## config.mk

```make
export PLATFORM = sky130hd
export DESIGN_NAME = ctrl_keys
export DESIGN_NICKNAME = d
export VERILOG_FILES = /design/src/rtl/ctrl_keys.sv
export SDC_FILE = /design/constraint.sdc
export NUM_CORES = 1
export LEC_CHECK = 0
export CAP_MARGIN = 25
export CORE_MARGIN = 2
export CORE_UTILIZATION = 50
export CTS_CLUSTER_SIZE = 20
export DETAILED_ROUTE_END_ITERATION = 12
export GPL_TIMING_DRIVEN = 0
export PLACE_DENSITY = 0.65
export SLEW_MARGIN = 40
export SYNTH_ARGS = -nofsm -noshare
export SYNTH_HDL_FRONTEND = slang
export SYNTH_SLANG_ARGS = --single-unit
```

## constraint.sdc

```tcl
create_clock -name iClk -period 5.71 [get_ports iClk]
set_input_delay 0.571 -clock iClk [delete_from_list [all_inputs] [get_ports iClk]]
set_output_delay 0.571 -clock iClk [all_outputs]
set_load 0.1 [all_outputs]
```

## src/rtl/ctrl_keys.sv

```systemverilog
// Playback control keypad: five synchronized, debounced push-buttons drive
// saturating speed and frequency-shift codes, with auto-repeat on Up/Dn keys.
module ctrl_keys #(
    parameter int DEBOUNCE      = 1_000_000,
    parameter int REPEAT_DELAY  = 50_000_000,
    parameter int REPEAT_PERIOD = 10_000_000
) (
    input  logic       iClk,
    input  logic       iReset_n,
    input  logic       iBtn_SpeedUp,
    input  logic       iBtn_SpeedDn,
    input  logic       iBtn_FreqUp,
    input  logic       iBtn_FreqDn,
    input  logic       iBtn_Center,
    output logic [2:0] oControl_Speed,
    output logic [2:0] oControl_Freq,
    output logic       oChange
);

    localparam int NB      = 5;
    localparam int NR      = 4;
    localparam int DB_W    = $clog2(DEBOUNCE + 1);
    localparam int REP_MAX = (REPEAT_DELAY > REPEAT_PERIOD) ? REPEAT_DELAY : REPEAT_PERIOD;
    localparam int REP_W   = $clog2(REP_MAX + 1);

    // Bit order: 0 SpeedUp, 1 SpeedDn, 2 FreqUp, 3 FreqDn, 4 Center
    logic [NB-1:0]    raw_s;
    logic [NB-1:0]    sync1_r;
    logic [NB-1:0]    sync2_r;
    logic [NB-1:0]    level_r;
    logic [NB-1:0]    level_d_r;
    logic [NB-1:0]    rise_s;
    logic [NB-1:0]    step_s;
    logic [DB_W-1:0]  db_cnt_r [NB];
    logic [REP_W-1:0] rep_cnt_r [NR];
    logic [NR-1:0]    rep_phase_r;
    logic [NR-1:0]    rep_pulse_s;
    logic [2:0]       spd_nxt_s;
    logic [2:0]       frq_nxt_s;

    // One saturating step of a 1..7 code; simultaneous up and down cancel.
    function automatic logic [2:0] step_code(input logic [2:0] cur, input logic up, input logic dn);
        logic [2:0] res;
        res = cur;
        case ({up, dn})
            2'b10: begin
                if (cur != 3'd7) res = cur + 3'd1;
                else             res = cur;
            end
            2'b01: begin
                if (cur != 3'd1) res = cur - 3'd1;
                else             res = cur;
            end
            default: res = cur;
        endcase
        return res;
    endfunction

    assign raw_s = {iBtn_Center, iBtn_FreqDn, iBtn_FreqUp, iBtn_SpeedDn, iBtn_SpeedUp};

    // Two-flop synchronizer for all raw buttons.
    always_ff @(posedge iClk or negedge iReset_n) begin
        if (!iReset_n) begin
            sync1_r <= {NB{1'b0}};
            sync2_r <= {NB{1'b0}};
        end else begin
            sync1_r <= raw_s;
            sync2_r <= sync1_r;
        end
    end

    // Debounce: a new level is accepted only after DEBOUNCE consecutive mismatching cycles.
    always_ff @(posedge iClk or negedge iReset_n) begin
        if (!iReset_n) begin
            level_r   <= {NB{1'b0}};
            level_d_r <= {NB{1'b0}};
            for (int i = 0; i < NB; i++) db_cnt_r[i] <= {DB_W{1'b0}};
        end else begin
            level_d_r <= level_r;
            for (int i = 0; i < NB; i++) begin
                if (sync2_r[i] != level_r[i]) begin
                    if (db_cnt_r[i] == DB_W'(DEBOUNCE - 1)) begin
                        level_r[i]  <= sync2_r[i];
                        db_cnt_r[i] <= {DB_W{1'b0}};
                    end else begin
                        db_cnt_r[i] <= db_cnt_r[i] + DB_W'(1);
                    end
                end else begin
                    db_cnt_r[i] <= {DB_W{1'b0}};
                end
            end
        end
    end

    // Auto-repeat timers: first repeat after REPEAT_DELAY, then every REPEAT_PERIOD.
    always_ff @(posedge iClk or negedge iReset_n) begin
        if (!iReset_n) begin
            rep_phase_r <= {NR{1'b0}};
            for (int i = 0; i < NR; i++) rep_cnt_r[i] <= {REP_W{1'b0}};
        end else begin
            for (int i = 0; i < NR; i++) begin
                if (!level_r[i]) begin
                    rep_cnt_r[i]   <= {REP_W{1'b0}};
                    rep_phase_r[i] <= 1'b0;
                end else if (rep_pulse_s[i]) begin
                    rep_cnt_r[i]   <= REP_W'(1);
                    rep_phase_r[i] <= 1'b1;
                end else begin
                    rep_cnt_r[i]   <= rep_cnt_r[i] + REP_W'(1);
                    rep_phase_r[i] <= rep_phase_r[i];
                end
            end
        end
    end

    // Step pulses from debounced rising edges and repeat expiry; Center never repeats.
    always_comb begin
        rise_s      = level_r & ~level_d_r;
        rep_pulse_s = {NR{1'b0}};
        for (int i = 0; i < NR; i++) begin
            if (rep_phase_r[i]) rep_pulse_s[i] = level_r[i] & (rep_cnt_r[i] == REP_W'(REPEAT_PERIOD));
            else                rep_pulse_s[i] = level_r[i] & (rep_cnt_r[i] == REP_W'(REPEAT_DELAY));
        end
        step_s = {rise_s[4], rise_s[3:0] | rep_pulse_s};
    end

    // Next control values; Center overrides any coincident Up/Dn step.
    always_comb begin
        spd_nxt_s = oControl_Speed;
        frq_nxt_s = oControl_Freq;
        if (step_s[4]) begin
            spd_nxt_s = 3'd4;
            frq_nxt_s = 3'd4;
        end else begin
            spd_nxt_s = step_code(oControl_Speed, step_s[0], step_s[1]);
            frq_nxt_s = step_code(oControl_Freq, step_s[2], step_s[3]);
        end
    end

    // Registered outputs; oChange marks the cycle a new value first appears.
    always_ff @(posedge iClk or negedge iReset_n) begin
        if (!iReset_n) begin
            oControl_Speed <= 3'd4;
            oControl_Freq  <= 3'd4;
            oChange        <= 1'b0;
        end else begin
            oControl_Speed <= spd_nxt_s;
            oControl_Freq  <= frq_nxt_s;
            oChange        <= (spd_nxt_s != oControl_Speed) || (frq_nxt_s != oControl_Freq);
        end
    end

endmodule

```

==> flow_metrics.env, run 1 <==
export IMPL_syn_area_um2=11800
export IMPL_grt_overflow_total=0
export IMPL_synth_xor_area_share=0.140
export IMPL_drt_first_pass_iters=5
export IMPL_cp_required_ns=6.07
export IMPL_slew_violations=0
export IMPL_p_per_area_nw_per_um2=275
export IMPL_clock_latency_ns=0.54
export IMPL_finalCritPeriodShare=0.572
export IMPL_h_tree_depth=1
export IMPL_status="completed"
export IMPL_ant_nets=0
export IMPL_cts_tree="yes"
export IMPL_finalCriticalPeriod_ns=3.27
export IMPL_synth_adder_area_share=0.0244
export IMPL_synth_edf_count=0
export IMPL_hold_violations=0
export IMPL_drc_errors=0
export IMPL_post_drt_via_cell_ratio=5.22
export IMPL_portBuffers=13
export IMPL_area_growth_pct=13.9
export IMPL_p_clk_frac=0.523
export IMPL_hold_class="flip-flop to flip-flop"
export IMPL_worstSetupPathType="flip-flop to flip-flop"
export IMPL_arrival_ns=3.63
export IMPL_p_int_mw=2.95
export IMPL_maxCapViolCount=0
export IMPL_grt_pass1_vias=8062
export IMPL_whs_path_depth=0
export IMPL_wl_um=21500
export IMPL_fmax_ghz=0.306
export IMPL_vdd_drop_max_v=0.000229
export IMPL_coreArea_um2=23300
export IMPL_cts_sinks=235
export IMPL_combinationalPowerShare=0.021
export IMPL_post_cts_buffers=0
export IMPL_synth_compound_area_share=0.0309
export IMPL_synth_top_family_by_area="simple AND/OR/NAND/NOR gates"
export IMPL_grt_usage=0.183
export IMPL_register_area_um2=5880
export IMPL_power_mw=3.70
export IMPL_syn_avg_cell_area_um2=9.75
export IMPL_power_switching_share=0.204
export IMPL_vias=8335
export IMPL_cts_made_buffers=27
export IMPL_grt_start_max_net_pins=73
export IMPL_cts_buffer_depth=3
export IMPL_drive_gt1_frac=0.0829
export IMPL_fp_dieH_um=158
export IMPL_ys_seq_elements=235
export IMPL_grt_pass1_wl_um=38100
export IMPL_p_leak_nw=5.45
export IMPL_initial_core_util=0.506
export IMPL_switchingPower_uw=756
export IMPL_cp_max_fo=10
export IMPL_skew_ns=0.0134
export IMPL_ys_flop_type="dfrtp_1"
export IMPL_multi_input_area_um2=5620
export IMPL_grt_antenna_before_repair=0
export IMPL_setup_viol_count_final=0
export IMPL_row_count=56
export IMPL_synth_nets=1242
export IMPL_final_nets=1288
export IMPL_critPathCaptureType="flip-flop"
export IMPL_die_w_um=158
export IMPL_post_route_util=0.577
export IMPL_antenna_cells=0
export IMPL_nFillCells=2008
export IMPL_relSlewSlack=0.494
export IMPL_ys_seq_area_frac=0.498
export IMPL_dieArea_um2=24900
export IMPL_path_clk_slew_ns=0.06
export IMPL_synth_area_mux_share=0.00561
export IMPL_synthCells=1212
export IMPL_rsz0062_at_grt="false"
export IMPL_ys_types=59
export IMPL_dpl_hpwl_um=14500
export IMPL_drt_iter0_markers=512
export IMPL_worst_pin_slew_ns=0.751
export IMPL_yosys_warnings=0
export IMPL_gp_congestion=0.840
export IMPL_wl_per_cell_um=13.5
export IMPL_start_kind="flip-flop"
export IMPL_reg2reg_depth=12
export IMPL_async_reset_ff_frac=1.00
export IMPL_seq_power_share=0.457
export IMPL_synthSimpleGateAreaFrac=0.273
export IMPL_cts_root_buf="clkbuf_16"
export IMPL_io_pins=14
-- layer usage --
| layer | global-route usage | share of wire |
|---|---|---|
| met1 | 0.256 | 0.49 |
| met2 | 0.299 | 0.46 |
| met3 | 0.0285 | 0.029 |
| met4 | 0.0442 | 0.016 |
| met5 | 0 | 0 |
-- cells in the mapped netlist (all sizes together) (17+ instances only) --
library cell,n,share of area
nand4,47,0.025
nor4,24,0.015
dfrtp,233,0.49
nor2,243,0.077
and4,17,0.013
ha,23,0.024
nand3,97,0.041
inv,36,0.011
nor3,33,0.014
and3,31,0.016
xnor2,72,0.053
xor2,117,0.087
nand2,80,0.026
-- cell families (layout without fill, tap and decap cells) --
kind of cell               Yosys count  in the layout
and+or+nand+nor                    643            643
DFF                                235            235
xor gates and xnor gates           189            189
buffers and inverters               66            132
AOI/OAI and AO/OA                   50             50
adders and majority gates           23             23
muxes                                6              6
-- worst max-delay path, cell delays in order (launching register included) --
cell and delay [ns]:
dfrtp_1 0.42, nor4b_2 0.28, nand4_1 0.17, a2111oi_4 0.48, o21a_1 0.26, inv_1 0.06
ha_1 0.27, clkbuf_1 0.36, a21oi_1 0.14, nand4_1 0.12, o211ai_1 0.09, a311oi_1 0.26
o2111ai_1 0.18
-- power by group through the flow --
stage / clock [mW] / combinational [mW] / sequential (mW)
floorplan: 0 / 0.0280 / 1.72
global placement: 0 / 0.0717 / 1.72
detailed placement: 0 / 0.0799 / 1.72
CTS: 1.99 / 0.0812 / 1.69
global route: 2.07 / 0.0913 / 1.69
finish: 1.93 / 0.0766 / 1.69
-- final timing paths --
check | slack [ns] | startpoint | end
max | 2.44 | rep_cnt_r[88] | oChange
min | 0.35 | sync1_r[1] | sync2_r[1]
max reg2reg | 2.44 | rep_cnt_r[88] | oChange
min reg2reg | 0.35 | sync1_r[1] | sync2_r[1]
max in group asynchronous | 4.24 | iReset_n | oControl_Freq[2]
min in group asynchronous | 0.48 | iReset_n | db_cnt_r[30]
-- through the flow --
step	instances	hold slack [ns]	setup TNS, ns	setup WS, ns	instance area (um2)
floorplan	1212	0.275	0	2.95	11800
global placement	1544	0.334	-1408.31	-6.04	12300
detailed placement	1547	0.336	0	2.49	12400
CTS	1597	0.348	0	2.45	13400
global route	1597	0.359	0	2.08	13500
finish	1597	0.347	0	2.44	13500
-- area by class of cell --
class	instances	area share
well taps	319	0.0297
clock buffers	35	0.0584
multi-input cells	911	0.417
repair buffers	17	0.0143
inverters	36	0.0100
clock inverters	14	0.0180
plain buffers	30	0.0149
flip-flops and latches	235	0.437
-- state kept, by name, summed over array words and instances (netlist names) --
| signal | count |
|---|---|
| level_d_r | 5 |
| sync1_r | 5 |
| oControl_Freq | 3 |
| oChange | 1 |
| db_cnt_r | 100 |
| oControl_Speed | 3 |
| rep_phase_r | 4 |
| level_r | 5 |
| sync2_r | 5 |
| rep_cnt_r | 104 |
-- cells in the final DEF, fill, tap and decap left out, types with 5 or more instances in the layout --
cell | netlist | routed
nor2_1 | 243 | 243
dfrtp_1 | 233 | 233
xor2_1 | 117 | 117
nand3_1 | 97 | 97
nand2_1 | 78 | 78
xnor2_1 | 72 | 72
nand4_1 | 46 | 46
inv_1 | 36 | 36
nor3_1 | 33 | 32
and3_1 | 31 | 31
clkbuf_16 | 0 | 27
ha_1 | 23 | 23
nor4_1 | 20 | 18
and4_1 | 17 | 17
clkbuf_1 | 15 | 15
a21oi_1 | 12 | 12
nor4b_1 | 11 | 11
buf_2 | 4 | 11
nor2b_1 | 10 | 10
nand2b_1 | 8 | 8
or2_2 | 8 | 8
clkbuf_8 | 0 | 8
nand4b_1 | 7 | 7
and2_1 | 6 | 6
nor4_2 | 4 | 6
a21boi_0 | 6 | 6
bufinv_16 | 0 | 6
nand3b_1 | 5 | 5
buf_6 | 5 | 5
mux2_2 | 5 | 5
clkdlybuf4s50_1 | 0 | 5
-- repair_timing --
| item | 4_1_cts | 5_1_grt |
|---|---|---|
| hold buffers | 1 | 0 |
| resized for setup | 0 | 0 |
| hold endpoints to repair | 31 | 0 |
| setup endpoints to repair | 0 | 0 |
Note: power is estimated with default switching activity, not from simulation.
==> inputs of run 2 (changes only) <==
Settings changed: PLACE_DENSITY 0.65 to 0.67.
Clock period 5.71 ns to 2.8 ns, I/O delays scaled along.
==> flow_metrics.env, run 2 (synthesis results as in run 1) <==
export IMPL_status="completed"
export IMPL_largest_reg_flops=104
export IMPL_start_kind="flip-flop"
export IMPL_mostFrequentLayoutCell="nor2_1"
export IMPL_worst_pin_slew_ns=0.770
export IMPL_final_cell_mix="nor2_1, dfrtp_1, xor2_1, nand3_1, nand2_1"
export IMPL_post_route_util=0.581
export IMPL_cts_sinks=235
export IMPL_wl_um=22300
export IMPL_finalCritPeriodShare=0.979
export IMPL_p_leak_nw=5.47
export IMPL_portBuffers=13
export IMPL_area_growth_pct=14.7
export IMPL_hold_violations=0
export IMPL_hold_ws_ns=0.181
export IMPL_drt_iter0_markers=302
export IMPL_cts_tree="yes"
export IMPL_clock_latency_ns=0.53
export IMPL_arrival_ns=3.14
export IMPL_row_count=56
export IMPL_nFillCells=2015
export IMPL_post_drt_via_cell_ratio=5.29
export IMPL_drive_gt1_frac=0.105
export IMPL_dpl_hpwl_um=14800
export IMPL_coreArea_um2=23300
export IMPL_finalCriticalPeriod_ns=2.74
export IMPL_hold_class="primary input to flip-flop"
export IMPL_relSlewSlack=0.482
export IMPL_cts_buffer_depth=3
export IMPL_grt_usage=0.188
export IMPL_grt_start_max_net_pins=66
export IMPL_fin_area_um2=13600
export IMPL_skew_ns=0.0109
export IMPL_drc_errors=0
export IMPL_final_nets=1293
export IMPL_power_mw=7.33
export IMPL_io_pins=14
export IMPL_postPlaceCellArea_um2=12400
export IMPL_max_stage_delay_ns=0.45
export IMPL_grt_antenna_before_repair=0
export IMPL_grt_pass1_vias=8322
export IMPL_cp_required_ns=3.19
export IMPL_cp_max_fo=8
export IMPL_antenna_cells=0
export IMPL_slew_violations=0
export IMPL_setup_viol_count_final=0
export IMPL_slowest_stage="a2111oi_4"
export IMPL_fmax_ghz=0.365
export IMPL_die_w_um=158
export IMPL_maxCapViolCount=0
export IMPL_fp_dieH_um=158
export IMPL_rsz0062_at_grt="true"
export IMPL_drt_first_pass_iters=5
export IMPL_totalNegativeSetupSlack_ns=0
export IMPL_gp_congestion=0.821
export IMPL_layout_top_registers="rep_cnt_r: 104 flops, db_cnt_r: 100 flops"
export IMPL_p_per_area_nw_per_um2=541
export IMPL_regMostFlops="rep_cnt_r"
export IMPL_worstSetupPathType="flip-flop to flip-flop"
export IMPL_path_cells="nor4b_2 -> nand4_1 -> a2111oi_4 -> o21a_2 -> inv_2 -> ha_4 -> nor4bb_2 -> a21oi_1 -> o31a_1 -> o211a_1 -> o2111ai_2"
export IMPL_cts_root_buf="clkbuf_16"
export IMPL_cts_made_buffers=26
export IMPL_ant_nets=0
export IMPL_critPathCaptureType="flip-flop"
export IMPL_grt_pass1_wl_um=39500
export IMPL_vdd_drop_max_v=0.000352
export IMPL_path_clk_slew_ns=0.06
export IMPL_vias=8464
export IMPL_initial_core_util=0.506
export IMPL_h_tree_depth=1
export IMPL_dieArea_um2=24900
export IMPL_wl_per_cell_um=14.0
export IMPL_grt_overflow_total=0
run 2: changes by cell type in the layout (fill, tap and decap cells not counted), sizes merged:
cell | previous run | this run
inv | 39 | 36
bufinv | 6 | 5
clkbuf | 50 | 43
clkinv | 3 | 7
buf | 26 | 37
run 2: stage by stage:
stage	std cells	setup WS, ns
floorplan	1212	0.0420
global placement	1544	-8.58
detailed placement	1547	-0.473
CTS	1596	0.00490
global route	1601	-0.0992
finish	1601	0.0581
run 2: timing repair:
| action | 4_1_cts | 5_1_grt |
|---|---|---|
| setup buffers | 6 | 5 |
| cloned | 0 | 0 |
| resized for setup | 9 | 16 |
| setup endpoints to repair | 3 | 3 |
| hold endpoints to repair | 60 | 0 |
| hold buffers | 1 | 0 |
| pin swaps | 7 | 14 |
run 2: final timing paths:
check | start | endpoint | slack [ns] | cells after the start
max | rep_cnt_r[88] | oChange | 0.06 | 11
min | iBtn_SpeedUp | sync1_r[0] | 0.18 | 1
max reg2reg | rep_cnt_r[88] | oChange | 0.06 | 11
min reg2reg | sync1_r[0] | sync2_r[0] | 0.35 | 0
max in group asynchronous | iReset_n | rep_cnt_r[80] | 1.53 | 4
min in group asynchronous | iReset_n | rep_cnt_r[14] | 0.29 | 2
run 2: final cells by class:
class,count,area (um2),share of cell area
clock inverters,14,215,0.0159
clock buffers,33,737,0.0544
multi-input cells,911,5720,0.422
inverters,36,135,0.00997
flip-flops and latches,235,5890,0.434
plain buffers,25,181,0.0134
repair buffers,28,275,0.0203
well taps,319,399,0.0295
run 2: critical path, delay by kind of cell (launching register included):
family	cells	cell delay, ns
compound gates	6	1.35
fa+ha+maj	1	0.18
flops	1	0.42
simple gates	3	0.62
buf+inv	1	0.05
run 2: layer usage:
metal / vias up / wire [um] / global-route usage / share of wire
li1: 4232 / - / - / -
met1: 4095 / 10900 / 0.264 / 0.49
met2: 107 / 10400 / 0.310 / 0.47
met3: 30 / 629 / 0.0260 / 0.028
met4: 0 / 417 / 0.0476 / 0.019
met5: - / 0 / 0 / 0
run 2: where the power goes:
part / switching (mW) / internal, mW
registers: 0.0251 / 3.42
clock network: 1.41 / 2.32
logic: 0.110 / 0.0490
==> edit 1 (settings of run 1) <==
Set the parameter `DEBOUNCE` to 500_000 (it was 1_000_000).
--- a/src/rtl/ctrl_keys.sv
+++ b/src/rtl/ctrl_keys.sv
@@ -1,7 +1,7 @@
 // Playback control keypad: five synchronized, debounced push-buttons drive
 // saturating speed and frequency-shift codes, with auto-repeat on Up/Dn keys.
 module ctrl_keys #(
-    parameter int DEBOUNCE      = 1_000_000,
+    parameter int DEBOUNCE      = 500_000,
     parameter int REPEAT_DELAY  = 50_000_000,
     parameter int REPEAT_PERIOD = 10_000_000
 ) (
Behaviour: no difference found for any inputs over 10 cycles, from zero or initial values and one cycle with iReset_n low; that may be too few to reach the edited logic, so the function may still have changed.
==> edit 1 against run 1 <==
- worst setup slack better by 0.36 ns
- total power is 8.4% lower
- wire length is 4.7% lower
- via count is 3.5% lower
- fmax is 12% higher
- sequential power is 2% lower
- synthesized area is 2.5% lower
- hold slack worse by 0.00058 ns
- global-route usage is 0.49 points lower
- design area is 3.9% lower
- sequential cell count is 5 lower
==> edit 1: results (changes against run 1) <==
.. list-table::
   :header-rows: 1

   * - Metric
     - Value
   * - Status
     - finished clean
   * - Hold path startpoint
     - sync1_r[2]
   * - Worst ir drop on vdd
     - 253 uV (+11%)
   * - Maximum number of pins on one net before global-route repair
     - 67 (-8.2%)
   * - Starting DRT DRC Count
     - 426 (-17%)
   * - Top area cells in the synthesized netlist
     - dfrtp_1 (50%), nor2_1 (8.1%), xor2_1 (7.7%)
   * - # placed instances
     - 1484 (-4.1%)
   * - Largest fanout on the critical path
     - 9 (-1)
   * - Share of synthesized cell area in full adder, half adder and majority cells
     - 2.50% (+0.063 points)
   * - Via count
     - 8047 (-3.5%)
   * - CTS Buf Count
     - 26 (-3.7%)
   * - Detailed Place HPWL
     - 14.2 mm (-2.5%)
   * - Pwr Total
     - 3.39 mW (-8.4%)
   * - Sequential fraction of the synthesis area
     - 50.0% (+0.21 points)
   * - Share of cells above drive strength 1
     - 8.49% (+0.20 points)
   * - Mean post-synth cell area
     - 9.74 sq um (-0.14%)
   * - Fillers
     - 1958 (-2.5%)
   * - Via count normalized by instance count
     - 5.25 (+0.58%)
   * - Internal power summed over all cells
     - 2.67 mW (-9.4%)
   * - Worst clock skew
     - 0.0198 ns (+0.00644 ns)
   * - Delay of the slowest critical-path stage
     - 0.55 ns (+0.07 ns)
   * - Crit path from
     - rep_cnt_r[18]
   * - DRT Wirelength
     - 20.5 mm (-4.7%)
   * - Syn Nets
     - 1213 (-2.3%)
   * - Placed Instance Area
     - 12100 sq um (-2.8%)
   * - Rel. slew slack
     - 49.6% (+0.18 points)
   * - Worst hold endpoint
     - sync2_r[2]
   * - Multiplexer share of the synthesized area
     - 0.760% (+0.20 points)
   * - Length of the first detailed-routing pass in iterations
     - 4 (-1)
   * - Fraction of synthesized cell area in xor and xnor cells
     - 14.1% (+0.060 points)
   * - Net count, final
     - 1258 (-2.3%)
   * - Gate family responsible for the most delay along the worst path
     - simple AND/OR/NAND/NOR gates
   * - GR Util All Layers
     - 17.8% (-0.49 points)
   * - Sequential power
     - 1.65 mW (-2%)
   * - Top post-synthesis cells by count
     - nor2_1 (249), dfrtp_1 (228), xor2_1 (101), xnor2_1 (84), nand2_1 (79)
edit 1: cell count changes after synthesis, sizes merged, moves of 6 or more:
cell           run 1  this run
nand4             47        54
xnor2             72        84
xor2             117       101
a21oi             12         6
clkbuf            15         8
buf               15        23
inv               36        46
o21ai              3         9
and4              17         8
nor2             243       249
nand3             97        78
edit 1: per-layer routing:
metal | wire [um] | global-route usage, %
met5 | 0 | 0
met2 | 9520 | 29.4
met3 | 539 | 2.83
met4 | 396 | 3.89
met1 | 10100 | 24.9
edit 1: area by class of cell:
| type | count | share of cell area (%) |
|---|---|---|
| flip-flops and latches | 230 | 44.5 |
| multi-input cells | 876 | 41.7 |
| clock buffers | 34 | 5.42 |
| well taps | 285 | 2.76 |
| plain buffers | 31 | 1.52 |
| repair buffers | 17 | 1.49 |
| inverters | 46 | 1.34 |
| clock inverters | 14 | 1.28 |
edit 1: repair_timing:
| action | CTS | global route |
|---|---|---|
| endpoints found under the setup margin | 0 | 0 |
| hold endpoints to repair | 40 | 0 |
| hold buffers | 1 | 0 |
==> edit 2 (settings of run 1) <==
Without the edit above. Add an input register stage for `iBtn_Center`; this delays it by one clock. The other inputs are not delayed to match.
--- a/src/rtl/ctrl_keys.sv
+++ b/src/rtl/ctrl_keys.sv
@@ -22,6 +22,12 @@
     localparam int DB_W    = $clog2(DEBOUNCE + 1);
     localparam int REP_MAX = (REPEAT_DELAY > REPEAT_PERIOD) ? REPEAT_DELAY : REPEAT_PERIOD;
     localparam int REP_W   = $clog2(REP_MAX + 1);
+
+    logic iBtn_Center_q;
+
+    always_ff @(posedge iClk) begin
+        iBtn_Center_q <= iBtn_Center;
+    end
 
     // Bit order: 0 SpeedUp, 1 SpeedDn, 2 FreqUp, 3 FreqDn, 4 Center
     logic [NB-1:0]    raw_s;
@@ -56,7 +62,7 @@
         return res;
     endfunction
 
-    assign raw_s = {iBtn_Center, iBtn_FreqDn, iBtn_FreqUp, iBtn_SpeedDn, iBtn_SpeedUp};
+    assign raw_s = {iBtn_Center_q, iBtn_FreqDn, iBtn_FreqUp, iBtn_SpeedDn, iBtn_SpeedUp};
 
     // Two-flop synchronizer for all raw buttons.
     always_ff @(posedge iClk or negedge iReset_n) begin
Function: same outputs for any inputs over 10 cycles, from zero or initial values and one cycle with iReset_n low; that may be too few to reach the edited logic, so the function may still have changed.
==> edit 2 against run 1 <==
- synthesized cell count is essentially flat
- wire length rose by 0.88%
- design area is 0.74% lower
- total power decreased by 5.5%
- via count increased by 1.6%
- sequential share of layout area increased by 0.47 points
- global-route usage is essentially flat
- worst setup slack got worse by 0.045 ns
- sequential cell count up 1
- synthesized area grew 0.17%
- cell count is essentially flat
- critical path type unchanged
==> edit 2: results (changes against run 1) <==
.. list-table::
   :header-rows: 1

   * - Metric
     - Value
   * - Status
     - finished clean
   * - Net Sw Power
     - 736 uW (-2.7%)
   * - Share of cells above drive strength 1
     - 7.97% (-0.32 points)
   * - Detailed Place HPWL
     - 14.6 mm (+0.75%)
   * - Fraction of registers with async set or reset after synthesis
     - 99.6% (-0.42 points)
   * - Sequential fraction of the synthesis area
     - 49.9% (+0.085 points)
   * - Routed wire per std cell
     - 13.6 um (+0.82%)
   * - Final Hold Slack
     - 0.329 ns (-0.0179 ns)
   * - Slew at the pin closest to its max-slew limit
     - 0.795 ns (+0.0440 ns)
   * - Met1 track utilization from global routing
     - 26.1% (+0.49 points)
   * - Wire length of the first global-routing pass
     - 38.2 mm (+0.43%)
   * - Total power divided by cell area
     - 262 nW/um^2 (-4.8%)
   * - Met3 track demand over resource
     - 2.82% (-0.027 points)
   * - Sequential share of cell area
     - 44.2% (+0.47 points)
   * - Number of register bits inferred by synthesis
     - 236 (+0.43%)
   * - CP Data Arrival Time
     - 3.68 ns (+0.05 ns)
   * - Worst ir drop on vdd
     - 241 uV (+5.4%)
   * - Placed Instance Area
     - 12400 sq um (+0.11%)
   * - Gp weighted congestion
     - 0.820 (-2.3%)
   * - GR Util All Layers
     - 18.3% (+0.032 points)
   * - Diode insertion count for antenna repair
     - 0 (unchanged)
   * - Delay of the slowest critical-path stage
     - 0.54 ns (+0.06 ns)
   * - Number of instances in the synthesized netlist
     - 1213 (+0.083%)
   * - Hold path startpoint
     - iBtn_Center_q
   * - Proportion of cell area occupied by multi-input gates
     - 42.1% (+0.35 points)
   * - Number of global-route vias before repair
     - 8097 (+0.43%)
   * - Post-place setup slack
     - 2.48 ns (-0.00798 ns)
   * - Crit Reg-Reg Startpoint
     - rep_cnt_r[70]
   * - Via count normalized by instance count
     - 5.30 (+1.5%)
   * - Metal1 wirelength
     - 10.8 mm (+1.7%)
   * - Top area cells in the synthesized netlist
     - dfrtp_1 (49%), xor2_1 (8.7%), nor2_1 (7.7%)
   * - Leakage power figure
     - 5.41 nW (-0.77%)
   * - WL met2
     - 9.86 mm (-1.2%)
   * - Clock share of power
     - 49.3% (-3.0 points)
   * - CP max stage cell
     - or4_1
   * - Clock tree buffer count of the final layout
     - 43 (+23%)
   * - Post-route clock period utilization
     - 58.0% (+0.79 points)
   * - Met3 routed wirelength
     - 726 um (+17%)
   * - Fillers
     - 2083 (+3.7%)
   * - Maximum number of pins on one net before global-route repair
     - 75 (+2.7%)
   * - Net count, final
     - 1289 (+0.078%)
   * - Clock-cell share of area
     - 6.77% (-0.87 points)
   * - Number of distinct library cell variants in the gate-level netlist after synthesis
     - 60 (+1.7%)
   * - Gate family responsible for the most delay along the worst path
     - simple AND/OR/NAND/NOR gates
   * - # placed instances
     - 1548 (+0.065%)
   * - Non-clock buffer contribution to total cell area
     - 2.94% (+0.022 points)
   * - Setup slack of the worst register-to-register path
     - 2.40 ns (-0.05 ns)
   * - Worst clock skew
     - 0.00811 ns (-0.00525 ns)
   * - Seq. cell area
     - 5900 sq um (+0.34%)
[edit 2: cell families (layout without fill, tap and decap cells)]
logic type	count (synthesis)	count (layout)	synth area share, %
muxes	6	6	0.560
DFF	236	236	49.9
adders and majority gates	23	23	2.43
buffers and inverters	66	132	2.83
AOI/OAI and AO/OA	50	50	3.09
and+or+nand+nor	643	643	27.2
xor gates and xnor gates	189	189	14.0
[edit 2: path summary, 6_finish.rpt]
| kind | endpoint | cells past startpoint |
|---|---|---|
| hold / removal | sync1_r[4] | 0 |
| min in group asynchronous | rep_cnt_r[13] | 2 |
| hold reg to reg | sync1_r[4] | 0 |
| max in group asynchronous | oControl_Speed[2] | 4 |
| setup / recovery | oChange | 12 |
| setup reg to reg | oChange | 12 |
[edit 2: repair_timing]
| item | CTS | global route |
|---|---|---|
| hold endpoints to repair | 50 | 0 |
| hold buffers | 1 | 0 |
| resized for setup | 0 | 0 |
